## src/rtl/alu_mdu.sv

```systemverilog
// rtl/alu_mdu.sv - registered ALU plus iterative shift-add multiplier and restoring divider behind valid/ready ports
module alu_mdu #(
    parameter int WIDTH = 32,
    parameter int SHW   = $clog2(WIDTH)
) (
    input  logic             clk,
    input  logic             rst_n,
    input  logic             in_valid,
    output logic             in_ready,
    input  logic [4:0]       op,
    input  logic [WIDTH-1:0] src_a,
    input  logic [WIDTH-1:0] src_b,
    output logic             out_valid,
    input  logic             out_ready,
    output logic [WIDTH-1:0] result,
    output logic             zero,
    output logic             carry,
    output logic             sign,
    output logic             overflow,
    output logic             busy
);
    localparam logic [4:0] OP_ADD  = 5'b00000, OP_SUB  = 5'b00001, OP_AND   = 5'b00010;
    localparam logic [4:0] OP_OR   = 5'b00011, OP_XOR  = 5'b00100, OP_SLT   = 5'b00101;
    localparam logic [4:0] OP_SLTU = 5'b00110, OP_PASS = 5'b00111, OP_SRL   = 5'b01000;
    localparam logic [4:0] OP_SRA  = 5'b01001, OP_SLL  = 5'b01010, OP_MUL   = 5'b10000;
    localparam logic [4:0] OP_MULHU = 5'b10011, OP_DIV = 5'b10100, OP_DIVU  = 5'b10101;
    localparam logic [4:0] OP_REM  = 5'b10110, OP_REMU = 5'b10111;

    typedef enum logic [1:0] {IDLE, CALC, DONE} state_t;
    state_t state, state_nx;

    logic [SHW-1:0]     cnt;
    logic [2*WIDTH-1:0] acc, acc_step;
    logic [WIDTH-1:0]   opnd;
    logic [4:0]         op_r;
    logic               neg_q, neg_r;

    logic accept, is_mul, is_div, is_sdiv, div_zero, start_calc, last_step, load_res;
    logic a_neg, b_neg;
    logic [WIDTH-1:0] a_mag, b_mag;

    assign in_ready   = (state == IDLE) || (state == DONE && out_ready);
    assign out_valid  = (state == DONE);
    assign busy       = (state == CALC);
    assign accept     = in_valid && in_ready;
    assign is_mul     = (op == OP_MUL) || (op == OP_MULHU);
    assign is_div     = (op == OP_DIV) || (op == OP_DIVU) || (op == OP_REM) || (op == OP_REMU);
    assign is_sdiv    = (op == OP_DIV) || (op == OP_REM);
    assign div_zero   = is_div && (src_b == '0);
    assign start_calc = (is_mul || is_div) && !div_zero;
    assign last_step  = (state == CALC) && (cnt == '0);
    assign load_res   = (accept && !start_calc) || last_step;

    // Divider iterates on magnitudes; signs are reapplied at the final step.
    assign a_neg = is_sdiv && src_a[WIDTH-1];
    assign b_neg = is_sdiv && src_b[WIDTH-1];
    assign a_mag = a_neg ? ({WIDTH{1'b0}} - src_a) : src_a;
    assign b_mag = b_neg ? ({WIDTH{1'b0}} - src_b) : src_b;

    logic [WIDTH:0]   add_full, sub_full;
    logic [SHW-1:0]   shamt;
    logic [WIDTH-1:0] alu_res;
    logic             alu_c, alu_v, alu_known;

    assign add_full = {1'b0, src_a} + {1'b0, src_b};
    assign sub_full = {1'b0, src_a} + {1'b0, ~src_b} + {{WIDTH{1'b0}}, 1'b1};
    assign shamt    = src_b[SHW-1:0];

    always_comb begin
        alu_res   = '0;
        alu_c     = 1'b0;
        alu_v     = 1'b0;
        alu_known = 1'b1;
        case (op)
            OP_ADD: begin
                alu_res = add_full[WIDTH-1:0];
                alu_c   = add_full[WIDTH];
                alu_v   = (src_a[WIDTH-1] == src_b[WIDTH-1]) && (add_full[WIDTH-1] != src_a[WIDTH-1]);
            end
            OP_SUB: begin
                alu_res = sub_full[WIDTH-1:0];
                alu_c   = sub_full[WIDTH];
                alu_v   = (src_a[WIDTH-1] != src_b[WIDTH-1]) && (sub_full[WIDTH-1] != src_a[WIDTH-1]);
            end
            OP_AND:  alu_res = src_a & src_b;
            OP_OR:   alu_res = src_a | src_b;
            OP_XOR:  alu_res = src_a ^ src_b;
            OP_SLT:  alu_res = {{(WIDTH-1){1'b0}}, $signed(src_a) < $signed(src_b)};
            OP_SLTU: alu_res = {{(WIDTH-1){1'b0}}, src_a < src_b};
            OP_PASS: alu_res = src_b;
            OP_SRL:  alu_res = src_a >> shamt;
            OP_SRA:  alu_res = $unsigned($signed(src_a) >>> shamt);
            OP_SLL:  alu_res = src_a << shamt;
            default: alu_known = 1'b0;
        endcase
    end

    // acc holds {high, low} product for multiply and {remainder, quotient} for divide.
    logic [WIDTH:0] mul_sum, shifted, trial;

    always_comb begin
        mul_sum = {1'b0, acc[2*WIDTH-1:WIDTH]} + (acc[0] ? {1'b0, opnd} : {(WIDTH+1){1'b0}});
        shifted = {acc[2*WIDTH-1:WIDTH], acc[WIDTH-1]};
        trial   = shifted - {1'b0, opnd};
        if (op_r == OP_MUL || op_r == OP_MULHU)
            acc_step = {mul_sum, acc[WIDTH-1:1]};
        else if (!trial[WIDTH])
            acc_step = {trial[WIDTH-1:0], acc[WIDTH-2:0], 1'b1};
        else
            acc_step = {shifted[WIDTH-1:0], acc[WIDTH-2:0], 1'b0};
    end

    logic [WIDTH-1:0] nx_res;
    logic             nx_c, nx_v, nx_flag;

    always_comb begin
        nx_res  = alu_res;
        nx_c    = alu_c;
        nx_v    = alu_v;
        nx_flag = alu_known;
        if (state == CALC) begin
            nx_c    = 1'b0;
            nx_v    = 1'b0;
            nx_flag = 1'b1;
            case (op_r)
                OP_MUL:          nx_res = acc_step[WIDTH-1:0];
                OP_MULHU:        nx_res = acc_step[2*WIDTH-1:WIDTH];
                OP_DIV, OP_DIVU: nx_res = neg_q ? ({WIDTH{1'b0}} - acc_step[WIDTH-1:0]) : acc_step[WIDTH-1:0];
                default:         nx_res = neg_r ? ({WIDTH{1'b0}} - acc_step[2*WIDTH-1:WIDTH])
                                                : acc_step[2*WIDTH-1:WIDTH];
            endcase
        end else if (div_zero) begin
            nx_c    = 1'b0;
            nx_v    = 1'b0;
            nx_flag = 1'b1;
            nx_res  = (op == OP_REM || op == OP_REMU) ? src_a : {WIDTH{1'b1}};
        end
    end

    always_comb begin
        state_nx = state;
        case (state)
            IDLE: if (in_valid) state_nx = start_calc ? CALC : DONE;
            CALC: if (cnt == '0) state_nx = DONE;
            DONE: if (out_ready) state_nx = !in_valid ? IDLE : (start_calc ? CALC : DONE);
            default: state_nx = IDLE;
        endcase
    end

    always_ff @(posedge clk or negedge rst_n) begin
        if (!rst_n) state <= IDLE;
        else        state <= state_nx;
    end

    always_ff @(posedge clk or negedge rst_n) begin
        if (!rst_n) begin
            cnt      <= '0;
            acc      <= '0;
            opnd     <= '0;
            op_r     <= '0;
            neg_q    <= 1'b0;
            neg_r    <= 1'b0;
            result   <= '0;
            zero     <= 1'b0;
            carry    <= 1'b0;
            sign     <= 1'b0;
            overflow <= 1'b0;
        end else begin
            if (accept && start_calc) begin
                cnt   <= SHW'(WIDTH - 1);
                op_r  <= op;
                opnd  <= is_mul ? src_a : b_mag;
                acc   <= {{WIDTH{1'b0}}, (is_mul ? src_b : a_mag)};
                neg_q <= is_sdiv && (src_a[WIDTH-1] ^ src_b[WIDTH-1]);
                neg_r <= a_neg;
            end else if (state == CALC) begin
                acc <= acc_step;
                if (cnt != '0) cnt <= cnt - SHW'(1);
            end
            if (load_res) begin
                result   <= nx_res;
                zero     <= nx_flag && (nx_res == '0);
                sign     <= nx_flag && nx_res[WIDTH-1];
                carry    <= nx_c;
                overflow <= nx_v;
            end
        end
    end
endmodule

```

## config.mk

```make
export PLATFORM = sky130hd
export DESIGN_NAME = alu_mdu
export DESIGN_NICKNAME = d
export VERILOG_FILES = /design/src/rtl/alu_mdu.sv
export SDC_FILE = /design/constraint.sdc
export NUM_CORES = 1
export LEC_CHECK = 0
export BUFFER_PORTS_ARGS = -buffer_cell sky130_fd_sc_hd__buf_2
export CORE_ASPECT_RATIO = 1.4
export CORE_UTILIZATION = 30
export CTS_CLUSTER_DIAMETER = 60
export DETAILED_ROUTE_END_ITERATION = 6
export PLACE_DENSITY_LB_ADDON = 0.2
export SYNTH_ARGS = -nofsm -noshare
export SYNTH_HDL_FRONTEND = slang
export SYNTH_SLANG_ARGS = --single-unit
```

## constraint.sdc

```tcl
create_clock -name clk -period 12.3 [get_ports clk]
set_input_delay 0.615 -clock clk [delete_from_list [all_inputs] [get_ports clk]]
set_output_delay 0.615 -clock clk [all_outputs]
set_load 0.03 [all_outputs]
```

# Word level (Yosys, flattened, before mapping)
# Cells that the tools add are included.
[word_totals]
regBits = 146
elab_cells = 133
output_inout_bits = 39
inputBits = 73
[classes]
n_reduce_logical = 38
n_bitwise = 5
n_mux = 34
add_sub_neg = 10
shift = 3
magnitude_cmp = 2
n_eq_ne = 29
[op_table]
columns = ["op", "count"]
rows = [
  ["$pmux 32 s11", 1],
  ["$mux 32", 10],
  ["$mux 64", 4],
  ["$sub 1x32->32 const A", 4],
  ["$add 32x32->33", 3],
  ["$pmux 32 s3", 1],
  ["$logic_not 32->1", 2],
  ["$lt 32x32->1", 2],
  ["$eq 5x5->1 const B", 10],
  ["$add 33x1->33 const B", 1],
  ["$sub 33x32->33", 1],
  ["$and 32x32->32", 1],
  ["$not 32->32", 1],
  ["$or 32x32->32", 1],
  ["$shl 32x5->32", 1],
  ["$shr 32x5->32", 1],
  ["$sshr 32x5->32", 1],
  ["$xor 32x32->32", 1],
  ["$eq 5x3->1 const B", 4],
  ["$eq 5x4->1 const B", 3],
  ["$mux 5", 3],
  ["$logic_and 1x1->1", 14],
  ["$reduce_or 11->1", 1],
  ["$eq 5x2->1 const B", 2],
  ["other kinds (22)", 48],
]

# Depth between registers and ports, before layout
# Gate-level depths: netlist of run 1.
[depth]
word_depth = 11
mapped_depth = 23
depth_no_buf = 22

# Worst setup path before layout of run 1
# Ideal clock, no wire load.
[synth_timing]
path_type = "in2reg"
startpoint = "input port src_b[2]"
endpoint = "register zero"
t_arrival_ps = 5846
path_buffers = 5
required_time_ps = 12233
path_slack_ps = 6387
path_stages = 21
setup_time_ps = 67
path_cell_list = "inv_1 buf_1 buf_1 clkbuf_1 clkbuf_1 ha_1 clkbuf_1 a21oi_1 o2111ai_1 a2111oi_0 o21ai_0 a221o_1 a31o_2 a41oi_1 a311o_1 nor2_1 a211oi_1 a21oi_1 o31ai_1 nor4b_1 a32o_1"
[synth_between]
elab_chain_cells = 8
elab_cells_between_ends = 26
[synth_rtl]
columns = ["item", "line", "text"]
rows = [
  ["start, declared", "12", "input logic [WIDTH-1:0] src_b,"],
  ["$not 32->32", "66", "assign sub_full = {1'b0, src_a} + {1'b0, ~src_b} + {{WIDTH{1'b0}}, 1'b1};"],
  ["$add 32x32->33", "66", ""],
  ["$add 33x1->33", "66", ""],
  ["$pmux 32 s11", "74", "case (op)"],
  ["$mux 32", "132", "end else if (div_zero) begin"],
  ["$mux 32", "121", "if (state == CALC) begin"],
  ["$logic_not 32->1", "182", "zero <= nx_flag && (nx_res == '0);"],
  ["$logic_and 1x1->1", "182", ""],
  ["end signal, assigned", "182", ""],
  ["end, declared", "16", "output logic zero,"],
]
# Parallel ways exist; a longest one is shown, timed or not.
# A chain may end at the register's enable or synchronous reset.

# Worst setup path in the final report of run 1
[layout_timing]
startpoint = "register acc[31]"
endpoint = "register zero"
[layout_between]
elab_chain_cells = 9
elab_cells_between_ends = 11
[layout_rtl]
columns = ["item", "line", "text"]
rows = [
  ["start, declared", "33", "logic [2*WIDTH-1:0] acc, acc_step;"],
  ["start signal, assigned", "173", "acc <= {{WIDTH{1'b0}}, (is_mul ? src_b : a_mag)};"],
  ["start signal, assigned", "177", "acc <= acc_step;"],
  ["$sub 33x32->33", "104", "trial = shifted - {1'b0, opnd};"],
  ["$mux 64", "107", "else if (!trial[WIDTH])"],
  ["$mux 64 (*)", "105", "if (op_r == OP_MUL || op_r == OP_MULHU)"],
  ["$sub 1x32->32 (on tied branches)", "129, 128", ""],
  ["$mux 32 (on tied branches)", "129, 128", ""],
  ["$pmux 32 s3 (*)", "125", "case (op_r)"],
  ["$mux 32 (*)", "121", ""],
  ["$logic_not 32->1 (*)", "182", ""],
  ["$logic_and 1x1->1 (*)", "182", ""],
]
# Mark *: on every way between the ends. The rest lies on a longest branch, timed or not.

==> results by group, run 1 <==
Worst setup path
  • CP Data Required Time: 12,710 ps
  • Crit path max fanout: 26
  • Crit path capture type: flop
  • Crit. Startpoint: acc[31]
  • Crit path launch type: flop
  • Setup Crit Path Kind: flop to flop
  • CP arrival: 7390 ps
  • RR Startpoint: acc[31]

Timing
  • Unrepaired setup endpoints after global routing: no
  • Slew Viols, Final: 0
  • Final min period: 6970 ps
  • # setup viols final: 0
  • Slew margin rel.: 0.246
  • Max frequency: 0.143 GHz
  • Slew @ Worst Pin: 1120 ps
  • Final Hold Fails: 0
  • Min setup slack post-route: 5330 ps
  • Total negative setup slack: 0 ps
  • Final worst path period share: 0.567
  • Clk_skew: 11.1 ps

Power
  • Lkg Pwr: 0.0106 uW
  • Peak supply drop: 137 uV
  • Pwr per Cell Area: 216 nW/um^2

Route
  • Met2 wire length: 58,600 microns
  • Met3 WL: 5400 microns
  • Met1 wire length: 44,300 microns
  • Via count: 26,700
  • Final antenna-violating net count: 0
  • DR DRC count: 0
  • Drt first-iter violations: 2,103
  • DR vias/cell: 6.18
  • Average wire per standard cell: 27.5 microns
  • Drt pass-1 iters: 6
  • WL final: 119,000 microns
  • Top sig layer: met5

Yosys
  • YS warnings: 0
  • Synth Net Count: 3,554
  • Synth top area cells: dfrtp_1 15%, ha_1 8.7%, o21ai_0 6.5%, mux4_2 5.6%, a21oi_1 5.6%
  • Cell variety after synth: 114
  • Async set or reset register ratio after synthesis: 1.00
  • Largest area contributor in the netlist: dfrtp_1
  • Number of enable flip-flop cells after synthesis: 0
  • FF+latch count, synth: 146
  • Mapped Area: 24,000 sq um
  • Synth Instances: 3,311
  • Area share of the largest cell type after synthesis: 0.152
  • Most common cell in the netlist: nand2_1
  • Synth Flop Type: dfrtp_1
  • Commonest cells in the netlist: 331 x nand2_1, 324 x nor2_1, 313 x o21ai_0
  • Post-synthesis sequential area ratio: 0.152
  • Syn Area/Cell: 7.25 sq um

Placement
  • PortBufs: 111
  • DP Worst Slack: 5480 ps
  • Dpl hpwl: 92,300 microns
  • Routability cong.: 0.993

Final layout
  • Synth-to-Final Area Change: 8.39%
  • Layout cells sized above 1: 0.116
  • # nets final: 3,493

GRT
  • Total global-route track usage: 0.288
  • First-pass GRT wire length: 174,000 microns
  • Initial antenna violation count: 8
  • Number of global-route vias before repair: 26,100
  • Gr ovfl total: 0
  • Largest net degree at the start of global routing: 93

Clock tree
  • Maximum clock path buffer count: 2
  • Post-CTS Setup Bufs: 0
  • # clock sinks: 146
  • Clock transition at the registers of the reported paths: 80 ps
  • H-tree Lvls: 4
  • Root Driver: clkbuf_16
  • Hold-fix buffers at CTS: 0
  • Clock tree from TritonCTS: yes
  • Worst-Skew Late Latency: 480 ps
  • CTS buffer count: 17
  • Post_cts resized: 0

Floorplanning
  • Row Count: 122
  • Initial Utilization: 0.303
  • Die height: 337 microns
  • Core Area: 79,100 sq um
  • Die area: 81,100 sq um
  • Die X-Extent: 241 microns
  • # IOs: 112

Outcome
  • Outcome: finished clean

Flow run
  • Maxcap violations: 0

Hold path
  • Hold Crit Class: input port to async pin
## layout make-up
| type | count | area, sq um |
|---|---|---|
| Timing Repair Buffer | 176 | 1050 |
| Fill cell | 8760 | 53100 |
| Tap cell | 1054 | 1320 |
| Inverter | 156 | 586 |
| Sequential cell | 146 | 3650 |
| Antenna cell | 4 | 10.0 |
| Multi-Input combinational cell | 2753 | 18800 |
| Clock inverter | 14 | 138 |
| Clock buffer | 18 | 439 |
## layout by cell type, fill, tap and decap left out, drive strengths merged, types with 38 or more instances in the layout
cell type | Yosys | final
a21oi | 269 | 269
o21ai | 321 | 321
buf | 63 | 176
xnor2 | 102 | 102
nand3 | 113 | 113
nor3 | 81 | 81
o211ai | 69 | 69
inv | 153 | 163
a31oi | 51 | 51
ha | 166 | 166
dfrtp | 146 | 146
and2 | 46 | 46
nor2 | 324 | 324
mux2i | 63 | 63
a221oi | 51 | 51
a211oi | 38 | 38
nand2 | 331 | 331
nand4 | 45 | 45
o31ai | 43 | 43
mux4 | 60 | 60
## worst paths after layout
check | end | slack [ps] | cells past startpoint
worst max-delay path | zero | 5330 | 22
worst min-delay path | result[20] | 240 | 1
worst max register to register | zero | 5330 | 22
worst min register to register | result[6] | 480 | 2
max in group asynchronous | opnd[5] | 10680 | 2
min in group clk | state[1] | 460 | 3
## per-stage QoR
stage	instances	instance area [sq um]	power, uW	util	hold WS (ps)
finish	4321	26000	5610	0.329	242
global route	4319	26000	5980	0.329	329
CTS	4317	26000	5550	0.329	282
detailed placement	4285	25400	5000	0.322	469
global placement	4285	25400	5010	0.322	462
floorplan	3311	24000	3730	-	319
## flip-flops by register name, indices dropped and copies added, names as in the netlist
| signal | cells |
|---|---|
| acc | 64 |
| opnd | 32 |
| result | 32 |
| cnt | 5 |
| op_r | 5 |
| state | 2 |
| carry | 1 |
| neg_q | 1 |
| neg_r | 1 |
| overflow | 1 |
| sign | 1 |
| zero | 1 |
## worst max-delay path, stage by stage (launching register included)
cell and delay [ps]:
dfrtp_1 410, inv_1 130, ha_1 200, inv_1 60, fa_1 460, a211oi_2 350
nor3b_4 110, o2111ai_2 290, a21oi_1 220, a211oi_4 240, buf_4 410, mux2_4 370
ha_1 300, nor2_1 90, a211oi_1 70, a211oi_1 670, a41oi_1 220, or4_1 580
nand4bb_1 190, nor3_1 760, nand4b_1 160, nor4_1 400, a32o_1 220
## power breakdown
| group | internal [uW] | total, uW | switching (uW) |
|---|---|---|---|
| clock network | 274 | 538 | 264 |
| registers | 678 | 909 | 231 |
| logic | 1400 | 4160 | 2760 |
| total | 2350 | 5610 | 3260 |
## metal layers
metal / track usage / up-vias
li1: - / 12200
met1: 0.321 / 13000
met2: 0.503 / 1066
met3: 0.0243 / 353
met4: 0.225 / 2
met5: 0 / -
## cells by family after synthesis
| kind of cell | synth area share |
|---|---|
| xor gates and xnor gates | 0.0496 |
| adders and majority gates | 0.0899 |
| AOI/OAI and AO/OA | 0.324 |
| and+or+nand+nor | 0.223 |
| muxes | 0.0935 |
| buffers and inverters | 0.0674 |
| DFF | 0.152 |
No activity file was read; power rests on OpenSTA's default activity.
==> inputs of run 2 (changes only) <==
==> constraint.sdc (replaced) <==
create_clock -name clk -period 6.3 [get_ports clk]
set_input_delay 0.315 -clock clk [delete_from_list [all_inputs] [get_ports clk]]
set_output_delay 0.315 -clock clk [all_outputs]
set_load 0.03 [all_outputs]
==> results by group, run 2 (synthesis gave the netlist of run 1 again) <==
Placement
  • Placed cells: 4,351 (was 4,285)
  • PortBufs: 111 (unchanged)
  • DP Worst Slack: 394 ps (was 5480 ps)
  • Routability cong.: 1.04 (was 0.993)
  • Dpl hpwl: 95,000 microns (was 92,300 microns)

Power
  • Combinational share of power: 0.738 (was 0.742)
  • Lkg Pwr: 0.0110 uW (was 0.0106 uW)
  • Switching Share: 0.556 (was 0.581)
  • Net Sw Power: 6360 uW (was 3260 uW)
  • Register share of total power: 0.154 (was 0.162)
  • Peak supply drop: 220 uV (was 137 uV)
  • Clock Power Share: 0.107 (was 0.096)
  • Pwr per Cell Area: 429 nW/um^2 (was 216 nW/um^2)
  • Internal power: 5080 uW (was 2350 uW)

Outcome
  • Outcome: finished clean (unchanged)

Clock tree
  • Clock transition at the registers of the reported paths: 60 ps (was 80 ps)
  • Worst-Skew Late Latency: 510 ps (was 480 ps)
  • Post-CTS Setup Bufs: 0 (unchanged)
  • # clock sinks: 146 (unchanged)
  • Clock tree from TritonCTS: yes (unchanged)
  • Post_cts resized: 0 (unchanged)
  • CTS buffer count: 25 (was 17)
  • Root Driver: clkbuf_16 (unchanged)
  • Maximum clock path buffer count: 3 (was 2)
  • H-tree Lvls: 4 (unchanged)

Hold path
  • Hold Crit Class: input port to flop (was input port to async pin)

Timing
  • Total negative setup slack: 0 ps (unchanged)
  • Unrepaired setup endpoints after global routing: no (unchanged)
  • Clk_skew: 24.7 ps (was 11.1 ps)
  • Final Hold Fails: 0 (unchanged)
  • Min setup slack post-route: 342 ps (was 5330 ps)
  • Worst hold slack: 147 ps (was 242 ps)
  • Slew @ Worst Pin: 1160 ps (was 1120 ps)
  • Final min period: 5960 ps (was 6970 ps)
  • # setup viols final: 0 (unchanged)
  • Slew margin rel.: 0.222 (was 0.246)
  • Slew Viols, Final: 0 (unchanged)
  • Max frequency: 0.168 GHz (was 0.143 GHz)
  • Final worst path period share: 0.946 (was 0.567)

Final layout
  • Most common cell after layout, fill and taps aside: nand2_1 (unchanged)
  • Number of flip-flops in the largest register: 64 (unchanged)
  • Layout cells sized above 1: 0.133 (was 0.116)
  • # nets final: 3,568 (was 3,493)
  • Final Core Density: 0.337 (was 0.329)
  • Fillers: 8,742 (was 8,760)
  • Fin cells: 4,388 (was 4,321)
  • Synth-to-Final Area Change: 11.2% (was 8.39%)
  • Reg with most FFs: acc (unchanged)
  • Commonest cells after routing, fill and taps aside: 329 x nand2_1, 321 x nor2_1, 313 x o21ai_0, 268 x a21oi_1, 166 x ha_1 (unchanged)
  • Largest regs: acc: 64 flops, opnd: 32 flops, result: 32 flops (unchanged)

Route
  • DR DRC count: 0 (unchanged)
  • DR vias/cell: 6.14 (was 6.18)
  • WL final: 121,000 microns (was 119,000 microns)
  • Drt pass-1 iters: 6 (unchanged)
  • Average wire per standard cell: 27.5 microns (about the same)
  • Via count: 27,000 (was 26,700)
  • Drt first-iter violations: 2,126 (was 2,103)
  • Final antenna-violating net count: 0 (unchanged)

GRT
  • Largest net degree at the start of global routing: 86 (was 93)
  • Initial antenna violation count: 5 (was 8)
  • Met1 Use GR: 0.326 (was 0.321)
  • First-pass GRT wire length: 177,000 microns (was 174,000 microns)
  • Gr ovfl total: 0 (unchanged)
  • Number of global-route vias before repair: 26,400 (was 26,100)
  • Most Crowded Layer GR: met2 (unchanged)
  • GR Util met3: 0.0287 (was 0.0243)
  • Met2 Usage GRT: 0.522 (was 0.503)
  • Total global-route track usage: 0.295 (was 0.288)

Worst setup path
  • CP Data Required Time: 6740 ps (was 12,710 ps)
  • Crit path capture type: flop (unchanged)
  • CP arrival: 6390 ps (was 7390 ps)
  • Setup Crit Path Kind: flop to flop (unchanged)
  • Crit path launch type: flop (unchanged)
  • Crit path max fanout: 5 (was 26)

Floorplanning
  • # IOs: 112 (unchanged)
  • Initial Utilization: 0.303 (unchanged)
  • Core Area: 79,100 sq um (unchanged)
  • Die height: 337 microns (unchanged)
  • Die area: 81,100 sq um (unchanged)
  • Die X-Extent: 241 microns (unchanged)
  • Row Count: 122 (unchanged)

Flow run
  • Maxcap violations: 0 (unchanged)
run 2: cell type report:
class	instances	area, sq um	area share
Timing Repair Buffer	243	1600	0.0599
Inverter	156	586	0.0220
Sequential cell	146	3650	0.137
Antenna cell	4	10.0	0.000375
Multi-Input combinational cell	2753	18800	0.705
Tap cell	1054	1320	0.0494
Clock buffer	28	657	0.0246
Clock inverter	4	45.0	0.00169
run 2: what timing repair did:
item,in CTS,in global routing
endpoints found under the setup margin,0,0
hold buffers,1,0
hold endpoints to repair,73,0
run 2: worst max-delay path, cell delays in order, from the launching register on:
cell and delay, ps:
dfrtp_1 390, inv_1 130, ha_1 200, inv_1 60
fa_1 430, a211oi_2 350, nor3b_4 110, o2111ai_2 290
a21oi_1 230, a211oi_4 290, mux2_4 370, ha_1 240
nor2_1 140, xnor2_1 90, a221oi_1 440, a41oi_1 140
or4_1 520, nand4bb_1 190, nor3_1 340, buf_4 180
nand4b_1 130, nor4_1 290, buf_4 180, a32o_1 160
run 2: power by group through the flow:
stage	Combinational [uW]	Sequential [uW]	Clock (uW)
after CTS	8350	1760	1260
final	8450	1770	1230
after detailed placement	8310	1780	0
after global routing	9120	1820	1280
after global placement	8320	1770	0
after floorplan	5490	1790	0
run 2: per-stage QoR:
| step | power (uW) | instance area [sq um] |
|---|---|---|
| after floorplan | 7280 | 24000 |
| after global placement | 10100 | 26000 |
| after global routing | 12200 | 26700 |
| final | 11400 | 26700 |
| after detailed placement | 10100 | 26000 |
| after CTS | 11400 | 26700 |
run 2: worst paths after layout:
check	from	endpoint	slack, ps	cells past startpoint
worst max-delay path	acc[31]	zero	340	23
worst min register to register	result[26]	result[26]	470	2
worst max register to register	acc[31]	zero	340	23
max in group asynchronous	rst_n	acc[17]	4530	3
min in group asynchronous	rst_n	cnt[2]	380	2
worst min-delay path	out_ready	state[1]	150	3
run 2: per-layer routing:
metal / share of wire / vias to the layer above / routed length, microns
met4: 0.083 / 2 / 10100
li1: - / 12400 / -
met1: 0.36 / 13100 / 43800
met5: 0.00013 / - / 16
met2: 0.50 / 1139 / 60100
met3: 0.055 / 350 / 6660
